$ cat src/rtl/tt_um_acumulador.sv
// tt_um_acumulador: byte-serial accumulator (ADD/SUB/CLR/LOAD) with selectable output byte.
// Ports:
//   clk      - clock, all state on rising edge
//   rst_n    - asynchronous active-low reset
//   ena      - design enable; strobes ignored while low, aborts a partial operand
//   ui_in    - operand data byte
//   uio_in   - [0]=stb, [2:1]=op (00 ADD, 01 SUB, 10 CLR, 11 LOAD), [3]=sel
//   uo_out   - accumulator byte selected by bsel
//   uio_out  - [4]=carry/borrow, [5]=signed overflow, [6]=zero, [7]=busy
//   uio_oe   - constant 8'hF0
// Optional feature: define SUM_SAT_EN for unsigned saturation of ADD/SUB.
module tt_um_acumulador #(
  parameter int WIDTH = 16
) (
  input  logic       clk,
  input  logic       rst_n,
  input  logic       ena,
  input  logic [7:0] ui_in,
  input  logic [7:0] uio_in,
  output logic [7:0] uo_out,
  output logic [7:0] uio_out,
  output logic [7:0] uio_oe
);
  localparam int NBYTES = WIDTH / 8;
  localparam logic [1:0] LAST = 2'(NBYTES - 1);
  localparam logic [1:0] OP_ADD = 2'b00, OP_SUB = 2'b01, OP_CLR = 2'b10, OP_LOAD = 2'b11;
  typedef enum logic [1:0] {IDLE, COLLECT, EXEC} state_t;
  state_t           state_q, state_d;
  logic [2:0]       stb_q, sel_q;
  logic [1:0]       op_q, op_d, cnt_q, cnt_d, bsel_q, bsel_d;
  logic [WIDTH-1:0] acc_q, acc_d, opnd_q, opnd_d;
  logic             carry_q, carry_d, ovf_q, ovf_d, zero_q, zero_d;
  logic [WIDTH:0]   sum, dif;
  logic             stb_p, sel_p, unused_hi;
  // [1:0] are the two synchroniser flops, [2] holds the previous synchronised value
  assign stb_p = ena & stb_q[1] & ~stb_q[2];
  assign sel_p = ena & sel_q[1] & ~sel_q[2];
  assign unused_hi = &uio_in[7:4];
  always_comb begin
    state_d = state_q;
    op_d    = op_q;
    cnt_d   = cnt_q;
    acc_d   = acc_q;
    opnd_d  = opnd_q;
    carry_d = carry_q;
    ovf_d   = ovf_q;
    zero_d  = zero_q;
    sum     = {1'b0, acc_q} + {1'b0, opnd_q};
    dif     = {1'b0, acc_q} - {1'b0, opnd_q};
    bsel_d  = sel_p ? (bsel_q == LAST ? 2'd0 : bsel_q + 2'd1) : bsel_q;
    case (state_q)
      IDLE: if (stb_p) begin
        op_d = uio_in[2:1];
        if (uio_in[2:1] == OP_CLR) state_d = EXEC;
        else begin
          opnd_d  = WIDTH'(ui_in);
          cnt_d   = 2'd1;
          state_d = NBYTES == 1 ? EXEC : COLLECT;
        end
      end
      COLLECT: if (!ena) begin
        state_d = IDLE;
        cnt_d   = 2'd0;
        opnd_d  = '0;
      end else if (stb_p) begin
        for (int i = 0; i < NBYTES; i++) if (cnt_q == 2'(i)) opnd_d[8*i +: 8] = ui_in;
        cnt_d   = cnt_q + 2'd1;
        state_d = cnt_q == LAST ? EXEC : COLLECT;
      end
      EXEC: begin
        state_d = IDLE;
        cnt_d   = 2'd0;
        case (op_q)
          OP_ADD: begin
            acc_d   = sum[WIDTH-1:0];
            carry_d = sum[WIDTH];
            ovf_d   = (acc_q[WIDTH-1] ^ sum[WIDTH-1]) & (opnd_q[WIDTH-1] ^ sum[WIDTH-1]);
`ifdef SUM_SAT_EN
            if (sum[WIDTH]) acc_d = '1;
`endif
          end
          OP_SUB: begin
            acc_d   = dif[WIDTH-1:0];
            carry_d = dif[WIDTH];
            ovf_d   = (acc_q[WIDTH-1] ^ opnd_q[WIDTH-1]) & (acc_q[WIDTH-1] ^ dif[WIDTH-1]);
`ifdef SUM_SAT_EN
            if (dif[WIDTH]) acc_d = '0;
`endif
          end
          OP_CLR: begin
            acc_d   = '0;
            carry_d = 1'b0;
            ovf_d   = 1'b0;
          end
          OP_LOAD: begin
            acc_d   = opnd_q;
            carry_d = 1'b0;
            ovf_d   = 1'b0;
          end
        endcase
        zero_d = acc_d == '0;
      end
      default: state_d = IDLE;
    endcase
  end
  always_ff @(posedge clk or negedge rst_n) begin
    if (!rst_n) begin
      state_q <= IDLE;
      stb_q   <= '0;
      sel_q   <= '0;
      op_q    <= '0;
      cnt_q   <= '0;
      bsel_q  <= '0;
      acc_q   <= '0;
      opnd_q  <= '0;
      carry_q <= 1'b0;
      ovf_q   <= 1'b0;
      zero_q  <= 1'b1;
    end else begin
      state_q <= state_d;
      stb_q   <= {stb_q[1:0], uio_in[0]};
      sel_q   <= {sel_q[1:0], uio_in[3]};
      op_q    <= op_d;
      cnt_q   <= cnt_d;
      bsel_q  <= bsel_d;
      acc_q   <= acc_d;
      opnd_q  <= opnd_d;
      carry_q <= carry_d;
      ovf_q   <= ovf_d;
      zero_q  <= zero_d;
    end
  end
  always_comb begin
    uo_out = 8'h00;
    for (int i = 0; i < NBYTES; i++) if (bsel_q == 2'(i)) uo_out = acc_q[8*i +: 8];
  end
  assign uio_out = {state_q != IDLE, zero_q, ovf_q, carry_q, 4'b0000};
  assign uio_oe  = 8'hF0;
endmodule
$ cat config.mk
export PLATFORM = sky130hd
export DESIGN_NAME = tt_um_acumulador
export DESIGN_NICKNAME = d
export VERILOG_FILES = /design/src/rtl/tt_um_acumulador.sv
export SDC_FILE = /design/constraint.sdc
export NUM_CORES = 1
export LEC_CHECK = 0
export CAP_MARGIN = 20
export CORE_MARGIN = 2
export CORE_UTILIZATION = 45
export CTS_CLUSTER_SIZE = 8
export DETAILED_ROUTE_END_ITERATION = 8
export PLACE_DENSITY_LB_ADDON = 0.25
export REMOVE_ABC_BUFFERS = 1
export SYNTH_ARGS = -nofsm -noshare
export SYNTH_HDL_FRONTEND = slang
export SYNTH_SLANG_ARGS = --single-unit
$ cat constraint.sdc
create_clock -name clk -period 5.22 [get_ports clk]
set_input_delay 0.783 -clock clk [delete_from_list [all_inputs] [get_ports clk]]
set_output_delay 0.783 -clock clk [all_outputs]
set_load 0.02 [all_outputs]
# After elaboration in Yosys (flattened, before gate mapping)
# Index checks and enable logic that the tools add are counted.
[word_totals] latch_bits=0 n_memories=0 ramBits=0 rom_bits=0 reg_bits=49 inputBits=19
[op_classes] n_mul=0 n_eq_ne=13 addsub=4 order_cmp=0 shifts=0 div=0 n_mux=25 bitwise=12 reduce_logical=14
[ops] cell="$mux 16" count=5
[ops] cell="$pmux 16 s4" count=1
[ops] cell="$mux 8" count=4
[ops] cell="$pmux 16 s2" count=1
[ops] cell="$mux 2" count=10
[ops] cell="$add 16x16->17" count=1
[ops] cell="$sub 16x16->17" count=1
[ops] cell="$logic_not 16->1" count=1
[ops] cell="$reduce_and 5->1" count=2
[ops] cell="$ne 3x3->1 const B" count=3
[ops] cell="$eq 2x1->1 const B" count=4
[ops] cell="$eq 2x2->1 const B" count=4
[ops] cell="$logic_not 2->1" count=4
[ops] cell="$and 1x1->1" count=6
[ops] cell="$pmux 1 s3" count=2
[ops] cell="$pmux 2 s3" count=1
[ops] cell="$add 2x1->2 const B" count=2
[ops] cell="$ne 2x2->1 const B" count=2
[ops] cell="$pmux 2 s2" count=1
[ops] cell="$reduce_and 2->1" count=2
[ops] cell="$reduce_and 4->1" count=1
[ops] cell="$reduce_bool 2->1" count=2
[ops] cell="$xor 1x1->1" count=4
[ops] cell="$reduce_bool 3->1" count=1
[ops] cell="2 further kinds" count=3

# Longest topological paths before layout
# Gate-level depths: netlist of the first run.
[logic_depth] depth_word=5 ltp_mapped=12

# Least setup slack after synthesis of the first run
# No wires, ideal clock.
[synth_timing] kind="register to register" start="reg acc_q[0]" end="reg zero_q" stages_incl_launch_ff=13 period_less_slack_ps=2882 n_path_buf=0 t_arrival_ps=2820 setup_slack_ps=2338 cell_sequence="dfrtp_1 inv_1 ha_1 fa_1 nand2b_1 a21oi_1 o21ai_2 a211oi_1 a211o_1 mux2_2 a32o_1 nor4_2 a32o_1"
[synth_via] elab_chain_len=4 word_cells_on_any_way=5 cone_classes="add/sub: 2; mux: 2; reduce/logical: 1"
[synth_rtl] element="from (decl)" line="31" source="logic [WIDTH-1:0] acc_q, acc_d, opnd_q, opnd_d;"
[synth_rtl] element="from (signal assigned)" line="114" source="acc_q <= '0;"
[synth_rtl] element="from (signal assigned)" line="126" source="acc_q <= acc_d;"
[synth_rtl] element="$sub 16x16->17 or $add 16x16->17 (tied branches)" line="49, 48"
[synth_rtl] element="$pmux 16 s4 *" line="73" source="case (op_q)"
[synth_rtl] element="$mux 16 *" line="51" source="case (state_q)"
[synth_rtl] element="$logic_not 16->1 *" line="101" source="zero_d = acc_d == '0;"
[synth_rtl] element="to (signal assigned)" line="130" source="zero_q <= zero_d;"
[synth_rtl] element="to (decl)" line="32" source="logic carry_q, carry_d, ovf_q, ovf_d, zero_q, zero_d;"
# Every way passes the cells marked *; elsewhere a longest branch is shown, timed or not. The select of a mux whose other input is x is not followed.
# A chain may end at the register's enable or synchronous reset.

# Worst setup path after layout of the first run
# Ends and elaborated chain as after synthesis.

==> out/metrics.cfg, run 1 <==
[routing]
wirelength_um = 10800
drt_iter0_drc = 280
ant_nets = 0
drt_pre_antenna_iters = 5
dr_total_vias = 3698
wl_per_cell_um = 17.4
drc = 0
via_per_inst = 5.95

[critical_path]
cp.required_ns = 5.46
r2r-start = acc_q[0]
worst-path-max-fanout = 3
worst_setup_path_end_kind = flip-flop
critical_path.startpoint = acc_q[0]
rr_worst_depth = 12
r2r_slack_ns = 1.59
r2r_end = zero_q
path_cells = inv_1 > ha_1 > fa_1 > nand2b_1 > a21oi_1 > nor2_1 > o31a_1 > mux2i_1 > a2111oi_0 > nand4_1 > nor4_2 > a32o_1
critPathLaunchType = flip-flop
path_class = flip-flop to flip-flop
cpPeakStageDelay_ns = 0.64
slowest_stage = a2111oi_0
critPathCapture = zero_q
worstPathArrival_ns = 3.87

[placed_design]
pre_cts_slack_ns = 1.72
port-buffer-count = 26
dp_hpwl_um = 8390
place_congestion = 0.893

[global_route]
antenna_found_initial = 0
grt_max_degree = 50
busiest_layer = met2
grt_pass1_wl_um = 18000
grt_pass1_vias = 3571
met3_usage_pct = 2.58
gr-usage-met1_pct = 31.3
gr-usage-met2_pct = 38.1
grt-ovfl-total = 0
grt.total_usage_pct = 22.8

[timing]
fin_ws_ns = 1.59
worst_slew_pin_slew_ns = 0.803
slew_viol_final = 0
skew_ns = 0.00344
fmax_ghz = 0.276
setup_tns_ns = 0
maxSlewHeadroom_pct = 46.5
final_hold_viol_count = 0
fin_crit_sh_pct = 69.5
finalCriticalPeriod_ns = 3.63
rsz0062_at_grt = false
finalSetupViolations = 0

[logic_synthesis]
yosys.area_share.simple_pct = 19.9
synth_area_leaders = dfrtp_1, ha_1, a21oi_1, nor2_1, nand2_1
synth.avg_cell_area_sq_um = 8.30
synth_compound_gate_area_share_pct = 21.9
synth_top_cell_by_area = dfrtp_1
synthTopCellsByCount = nor2_1, dfrtp_1, nand2_1
synth_xor_xnor_area_share_pct = 1.69
synth-seq-cells = 49
synth.top_cell.area_share_pct = 28.9
synth_edf_count = 0
yosysMostFrequentCell = nor2_1
ys_types = 74
synth_fa_ha_area_share_pct = 12.4
synth_top_family_by_area = compound AO/OA/AOI/OAI gates
synthFlopType = dfrtp_1
muxShareOfSynthArea_pct = 5.79
synthArstFlopShare_pct = 100
syn_inst = 500
synth_area_sq_um = 4150
ys_warn_count = 0
yosysSeqAreaShare_pct = 29.6

[finish]
nets = 568
drive_above_1_share_pct = 6.47
diodes = 0
area_growth_pct = 8.26

[clocking]
clk_latency_ns = 0.29
cts_setup_buffers = 0
clockBufferDepth = 2
cts-root-buf = clkbuf_8
ctsHtreeMaxLevel = 2
cts_inserted_buffers = 5
cts_hold_buf = 0
cts_tree = yes
cts_resized = 0
cts.sinks = 49
clkTransAtPathRegs_ns = 0.08

[hold_path]
worst_hold_path_type = input pin to asynchronous set/reset pin

[floorplan]
die_area_sq_um = 10000
start_util_pct = 45.6
die_w_um = 100
num_rows = 35
fp.dieH_um = 100
ios = 43
fp.coreArea_sq_um = 9110

[status]
outcome = completed

[run]
cap_violations = 0

per-layer routing:
metal	part of all wire (%)	wire [um]
met1	45	4820
met2	48	5170
met3	5.6	611
met4	2.1	223
met5	0	0
flip-flops by register name, summed over array words and instances, names as in the netlist, 2 cells and up:
register,count
acc_q,16
opnd_q,16
sel_q,3
stb_q,3
bsel_q,2
cnt_q,2
op_q,2
state_q,2
area by class of cell:
cell class | instances | area, sq um
clock buffers | 8 | 80.1
flip-flops and latches | 49 | 1230
multi-input cells | 386 | 2610
inverters | 36 | 135
well taps | 111 | 139
fillers | 881 | 4620
repair buffers | 31 | 305
cells by family after synthesis:
kind of cell | Yosys count
simple gates | 170
compound gates | 133
buf+inv | 75
flops | 49
fa+ha+maj | 40
mux | 23
xor+xnor | 8
other cells | 2
cells in the final DEF (no fill, tap or decap), types with 4 or more instances in the layout:
| master | count |
|---|---|
| a211oi_1 | 4 |
| a21oi_1 | 43 |
| a22o_1 | 7 |
| and3_1 | 4 |
| buf_4 | 4 |
| clkbuf_8 | 5 |
| clkdlybuf4s50_1 | 25 |
| conb_1 | 12 |
| dfrtp_1 | 48 |
| ha_1 | 38 |
| inv_1 | 35 |
| mux2_2 | 8 |
| mux2i_1 | 15 |
| nand2_1 | 46 |
| nand2b_1 | 6 |
| nand3_1 | 9 |
| nor2_1 | 51 |
| nor2b_1 | 6 |
| nor3_1 | 17 |
| o21ai_0 | 23 |
| o21bai_1 | 4 |
| or3_1 | 6 |
| xnor2_1 | 5 |
worst max-delay path: cells and delay by family (launching register included):
family | cells | cell delay, ns
AND/OR/NAND/NOR | 4 | 0.83
flip-flops | 1 | 0.38
buffers and inverters | 1 | 0.09
AO/OA/AOI/OAI | 4 | 1.54
multiplexers | 1 | 0.13
adder cells (fa/ha/maj) | 2 | 0.61
metrics by stage:
stage          hold WS, ns  area, sq um  cells  utilization [%]
2_1_floorplan        0.331         3970    471                -
3_3_place_gp         0.335         4390    611             48.1
3_5_place_dp         0.336         4390    611             48.1
4_1_cts              0.362         4470    619             49.0
5_1_grt              0.321         4490    621             49.3
6_report             0.322         4490    621             49.3
worst min-delay path by stage:
stage	slack (ns)	depth (start not counted)	from	to
detailed placement	0.34	0	sel_q[0]	sel_q[1]
global route	0.32	1	rst_n	carry_q
finish	0.32	1	rst_n	carry_q
CTS	0.36	0	stb_q[0]	stb_q[1]
floorplan	0.33	0	sel_q[0]	sel_q[1]
global placement	0.34	0	stb_q[0]	stb_q[1]
Power of run 1 is left out: the tool's default activity adds up to more than one toggle a clock period on the data nets, which glitch-free logic cannot reach.
==> inputs of run 2 (changes only) <==
==> constraint.sdc (replaced) <==
create_clock -name clk -period 3.4 [get_ports clk]
set_input_delay 0.51 -clock clk [delete_from_list [all_inputs] [get_ports clk]]
set_output_delay 0.51 -clock clk [all_outputs]
set_load 0.02 [all_outputs]
==> out/metrics.cfg, run 2 (same netlist as run 1, synthesis figures left out) <==
[status]
outcome = completed

[global_route]
grt_max_degree = 50
grt-ovfl-total = 0
grt_pass1_wl_um = 18200
grt_pass1_vias = 3515
grt.total_usage_pct = 23.3
antenna_found_initial = 0

[timing]
rsz0062_at_grt = false
slew_viol_final = 0
finalCriticalPeriod_ns = 3.25
fin_crit_sh_pct = 95.5
fmax_ghz = 0.308
skew_ns = 0.00685
finalSetupViolations = 0
final_hold_viol_count = 0
worst_slew_pin_slew_ns = 0.995
fin_ws_ns = 0.152
setup_tns_ns = 0
maxSlewHeadroom_pct = 33.4

[placed_design]
dp_hpwl_um = 8750
pre_cts_slack_ns = 0.0715
port-buffer-count = 26
place_congestion = 0.974
post-place-cells = 628
placed_cell_area_sq_um = 4510

[routing]
wirelength_um = 11500
drt_iter0_drc = 229
wl_per_cell_um = 18.0
wl_met2_um = 5510
ant_nets = 0
met3WireLength_um = 532
m1WireLength_um = 5200
via_per_inst = 5.93
dr_total_vias = 3777
drc = 0
top_layer = met4
drt_pre_antenna_iters = 6

[clocking]
clkTransAtPathRegs_ns = 0.09
cts_inserted_buffers = 5
clockBufferDepth = 2
cts_setup_buffers = 0
clk_latency_ns = 0.31
cts_tree = yes
cts-root-buf = clkbuf_8
cts.sinks = 49
cts_hold_buf = 0
ctsHtreeMaxLevel = 2

[critical_path]
critPathLaunchType = flip-flop
worst-path-max-fanout = 5
path_cells = ha_1 > inv_1 > fa_1 > o21ba_1 > or4_4 > nand2_1 > nand2_1 > and4_1 > a2111oi_1 > buf_4 > nand4_1 > nor4_2 > a32o_1
cp.required_ns = 3.65
cpPeakStageDelay_ns = 0.45
r2r-start = opnd_q[0]
worst_setup_path_end_kind = flip-flop
path_class = flip-flop to flip-flop
r2r_slack_ns = 0.15
cpMostUsedCell = nand2_1
r2r_end = zero_q
rr_worst_depth = 13
cp_num_cells = 13
worstPathArrival_ns = 3.50
critPathBufInv = 2
slowest_stage = or4_4
cp_top_family = simple AND/OR/NAND/NOR gates

[floorplan]
start_util_pct = 45.6
ios = 43
fp.dieH_um = 100
fp.coreArea_sq_um = 9110
die_w_um = 100
num_rows = 35
die_area_sq_um = 10000

[finish]
reg_top3 = acc_q (16), opnd_q (16)
nFillCells = 880
area_growth_pct = 12.3
design_area_sq_um = 4660
final_cells = 637
layout_common_cells = nor2_1, dfrtp_1, nand2_1
drive_above_1_share_pct = 10.3
final_common_cell = nor2_1
nets = 584
diodes = 0

[hold_path]
worst_hold_path_type = input pin to asynchronous set/reset pin

[run]
cap_violations = 0

run 2: final cells by class:
type	instances	area, sq um	area share, %
multi-input cells	386	2640	56.7
well taps	111	139	2.98
flip-flops and latches	49	1230	26.3
clock buffers	8	90.1	1.93
inverters	36	135	2.90
repair buffers	47	425	9.13
run 2: what timing repair did:
| action | 4_1_cts | 5_1_grt |
|---|---|---|
| endpoints found under the hold margin | 0 | 0 |
| gates resized for setup | 0 | 7 |
| endpoints found under the setup margin | 0 | 2 |
run 2: worst max-delay path by stage:
stage | slack, ns | endpoint | startpoint
2_1_floorplan | 0.51 | zero_q | acc_q[0]
5_1_grt | 0.002 | zero_q | opnd_q[0]
3_5_place_dp | 0.07 | zero_q | acc_q[0]
4_1_cts | 0.02 | zero_q | acc_q[0]
6_report | 0.15 | zero_q | opnd_q[0]
3_3_place_gp | 0.07 | zero_q | acc_q[0]
run 2: layer usage:
layer	vias to the layer above	global-route usage, %
met5	-	0
met4	0	6.22
met3	22	2.79
met2	130	39.3
met1	1821	32.0
li1	1804	-
run 2: per-stage QoR:
step / hold WS [ns] / util, %
floorplan: 0.214 / -
global placement: 0.337 / 49.5
detailed placement: 0.341 / 49.5
CTS: 0.361 / 50.5
global route: 0.0431 / 51.2
finish: 0.0402 / 51.2
Power of run 2 is left out for the same reason.
==> inputs of run 3 (changes only) <==
--- a/config.mk
+++ b/config.mk
@@ -6,8 +6,10 @@
 export NUM_CORES = 1
 export LEC_CHECK = 0
 export CAP_MARGIN = 20
+export CELL_PAD_IN_SITES_DETAIL_PLACEMENT = 1
+export CELL_PAD_IN_SITES_GLOBAL_PLACEMENT = 1
 export CORE_MARGIN = 2
-export CORE_UTILIZATION = 45
+export CORE_UTILIZATION = 44
 export CTS_CLUSTER_SIZE = 8
 export DETAILED_ROUTE_END_ITERATION = 8
 export PLACE_DENSITY_LB_ADDON = 0.25
==> out/metrics.cfg, run 3 (same netlist as run 1, synthesis figures left out) <==
[status]
outcome = completed

[critical_path]
r2r_end = zero_q
r2r-start = opnd_q[0]
cpMostUsedCell = nand2_1
cp.required_ns = 3.65
worstPathArrival_ns = 3.50
path_class = flip-flop to flip-flop
cpPeakStageDelay_ns = 0.45
worst-path-max-fanout = 5
path_cells = ha_1 > inv_1 > fa_1 > o21ba_1 > or4_4 > nand2_1 > nand2_1 > and4_1 > a2111oi_0 > buf_4 > nand4_1 > nor4_2 > a32o_1
cp_top_family = simple AND/OR/NAND/NOR gates
critPathBufInv = 2
r2r_slack_ns = 0.16
critPathLaunchType = flip-flop
rr_worst_depth = 13
worst_setup_path_end_kind = flip-flop
slowest_stage = or4_4

[timing]
finalSetupViolations = 0
finalCriticalPeriod_ns = 3.24
final_hold_viol_count = 0
maxSlewHeadroom_pct = 38.3
slew_viol_final = 0
skew_ns = 0.0110
fin_crit_sh_pct = 95.4
setup_tns_ns = 0
rsz0062_at_grt = false
worst_slew_pin_slew_ns = 0.922
fmax_ghz = 0.308

[floorplan]
start_util_pct = 45.1
die_w_um = 101
num_rows = 35
fp.dieH_um = 101
ios = 43
fp.coreArea_sq_um = 9200
die_area_sq_um = 10200

[global_route]
grt_pass1_vias = 3886
antenna_found_initial = 0
grt_max_degree = 50
grt.total_usage_pct = 25.5
grt_pass1_wl_um = 20300
grt-ovfl-total = 0

[clocking]
cts-root-buf = clkbuf_8
cts_inserted_buffers = 5
clockBufferDepth = 2
clkTransAtPathRegs_ns = 0.10
ctsHtreeMaxLevel = 2
cts_tree = yes
clk_latency_ns = 0.31
cts_setup_buffers = 0
cts.sinks = 49

[finish]
layout_common_cells = nor2_1, dfrtp_1, nand2_1
nFillCells = 1123
nets = 589
diodes = 0
reg_top3 = acc_q (16), opnd_q (16)
area_growth_pct = 12.8
final_common_cell = nor2_1
drive_above_1_share_pct = 11.3
design_area_sq_um = 4680

[placed_design]
placed_cell_area_sq_um = 4540
port-buffer-count = 26
dp_hpwl_um = 10100
place_congestion = 0.879

[routing]
drt_iter0_drc = 189
drt_pre_antenna_iters = 4
drc = 0
ant_nets = 0
wl_per_cell_um = 19.6
wirelength_um = 12600
dr_total_vias = 3800
via_per_inst = 5.92

[hold_path]
worst_hold_path_type = input pin to asynchronous set/reset pin

[run]
cap_violations = 0

-- run 3: layer usage --
layer / track usage [%] / up-vias / wire length [um]
li1: - / 1809 / -
met1: 35.0 / 1897 / 5730
met2: 43.3 / 80 / 6230
met3: 2.43 / 14 / 475
met4: 6.76 / 0 / 162
met5: 0 / - / 0
-- run 3: through the flow --
step	instances	hold WS (ns)	setup slack (ns)	util, %
after CTS	640	0.364	0.145	50.4
final	642	0.0363	0.156	50.9
after floorplan	471	0.214	0.514	-
after global placement	632	0.336	0.225	49.4
after global routing	642	0.0241	0.00123	50.9
after detailed placement	632	0.343	0.171	49.4
-- run 3: how the worst max path moves through the flow --
stage                     startpoint  endpoint  slack, ns  depth (start not counted)
final                      opnd_q[0]    zero_q       0.16                         13
after global routing        acc_q[0]    zero_q      0.001                         14
after CTS                  opnd_q[0]    zero_q       0.15                         13
after detailed placement   opnd_q[0]    zero_q       0.17                         13
after global placement     opnd_q[0]    zero_q       0.22                         13
after floorplan             acc_q[0]    zero_q       0.51                         12
-- run 3: timing repair --
| item | 4_1_cts | 5_1_grt |
|---|---|---|
| setup endpoints to repair | 0 | 2 |
| hold buffers | 0 | 0 |
| gates resized for setup | 0 | 3 |
| hold endpoints to repair | 0 | 0 |
-- run 3: worst register-to-register path, stage by stage, from the launching register on --
cell and delay (ns):
dfrtp_2 0.43, ha_1 0.20, inv_1 0.07, fa_1 0.40, o21ba_1 0.21, or4_4 0.45
nand2_1 0.15, nand2_1 0.09, and4_1 0.21, a2111oi_0 0.28, buf_4 0.19, nand4_1 0.14
nor4_2 0.19, a32o_1 0.20
-- run 3: layout make-up --
cell class | count | area [sq um] | share of cell area, %
sequential | 49 | 1230 | 26.2
clock inverter | 2 | 13.8 | 0.294
timing repair buffer | 52 | 463 | 9.89
multi-input combinational | 386 | 2620 | 55.9
inverter | 36 | 135 | 2.89
clock buffer | 6 | 82.6 | 1.76
tap | 111 | 139 | 2.97
Power of run 3 is left out for the same reason.
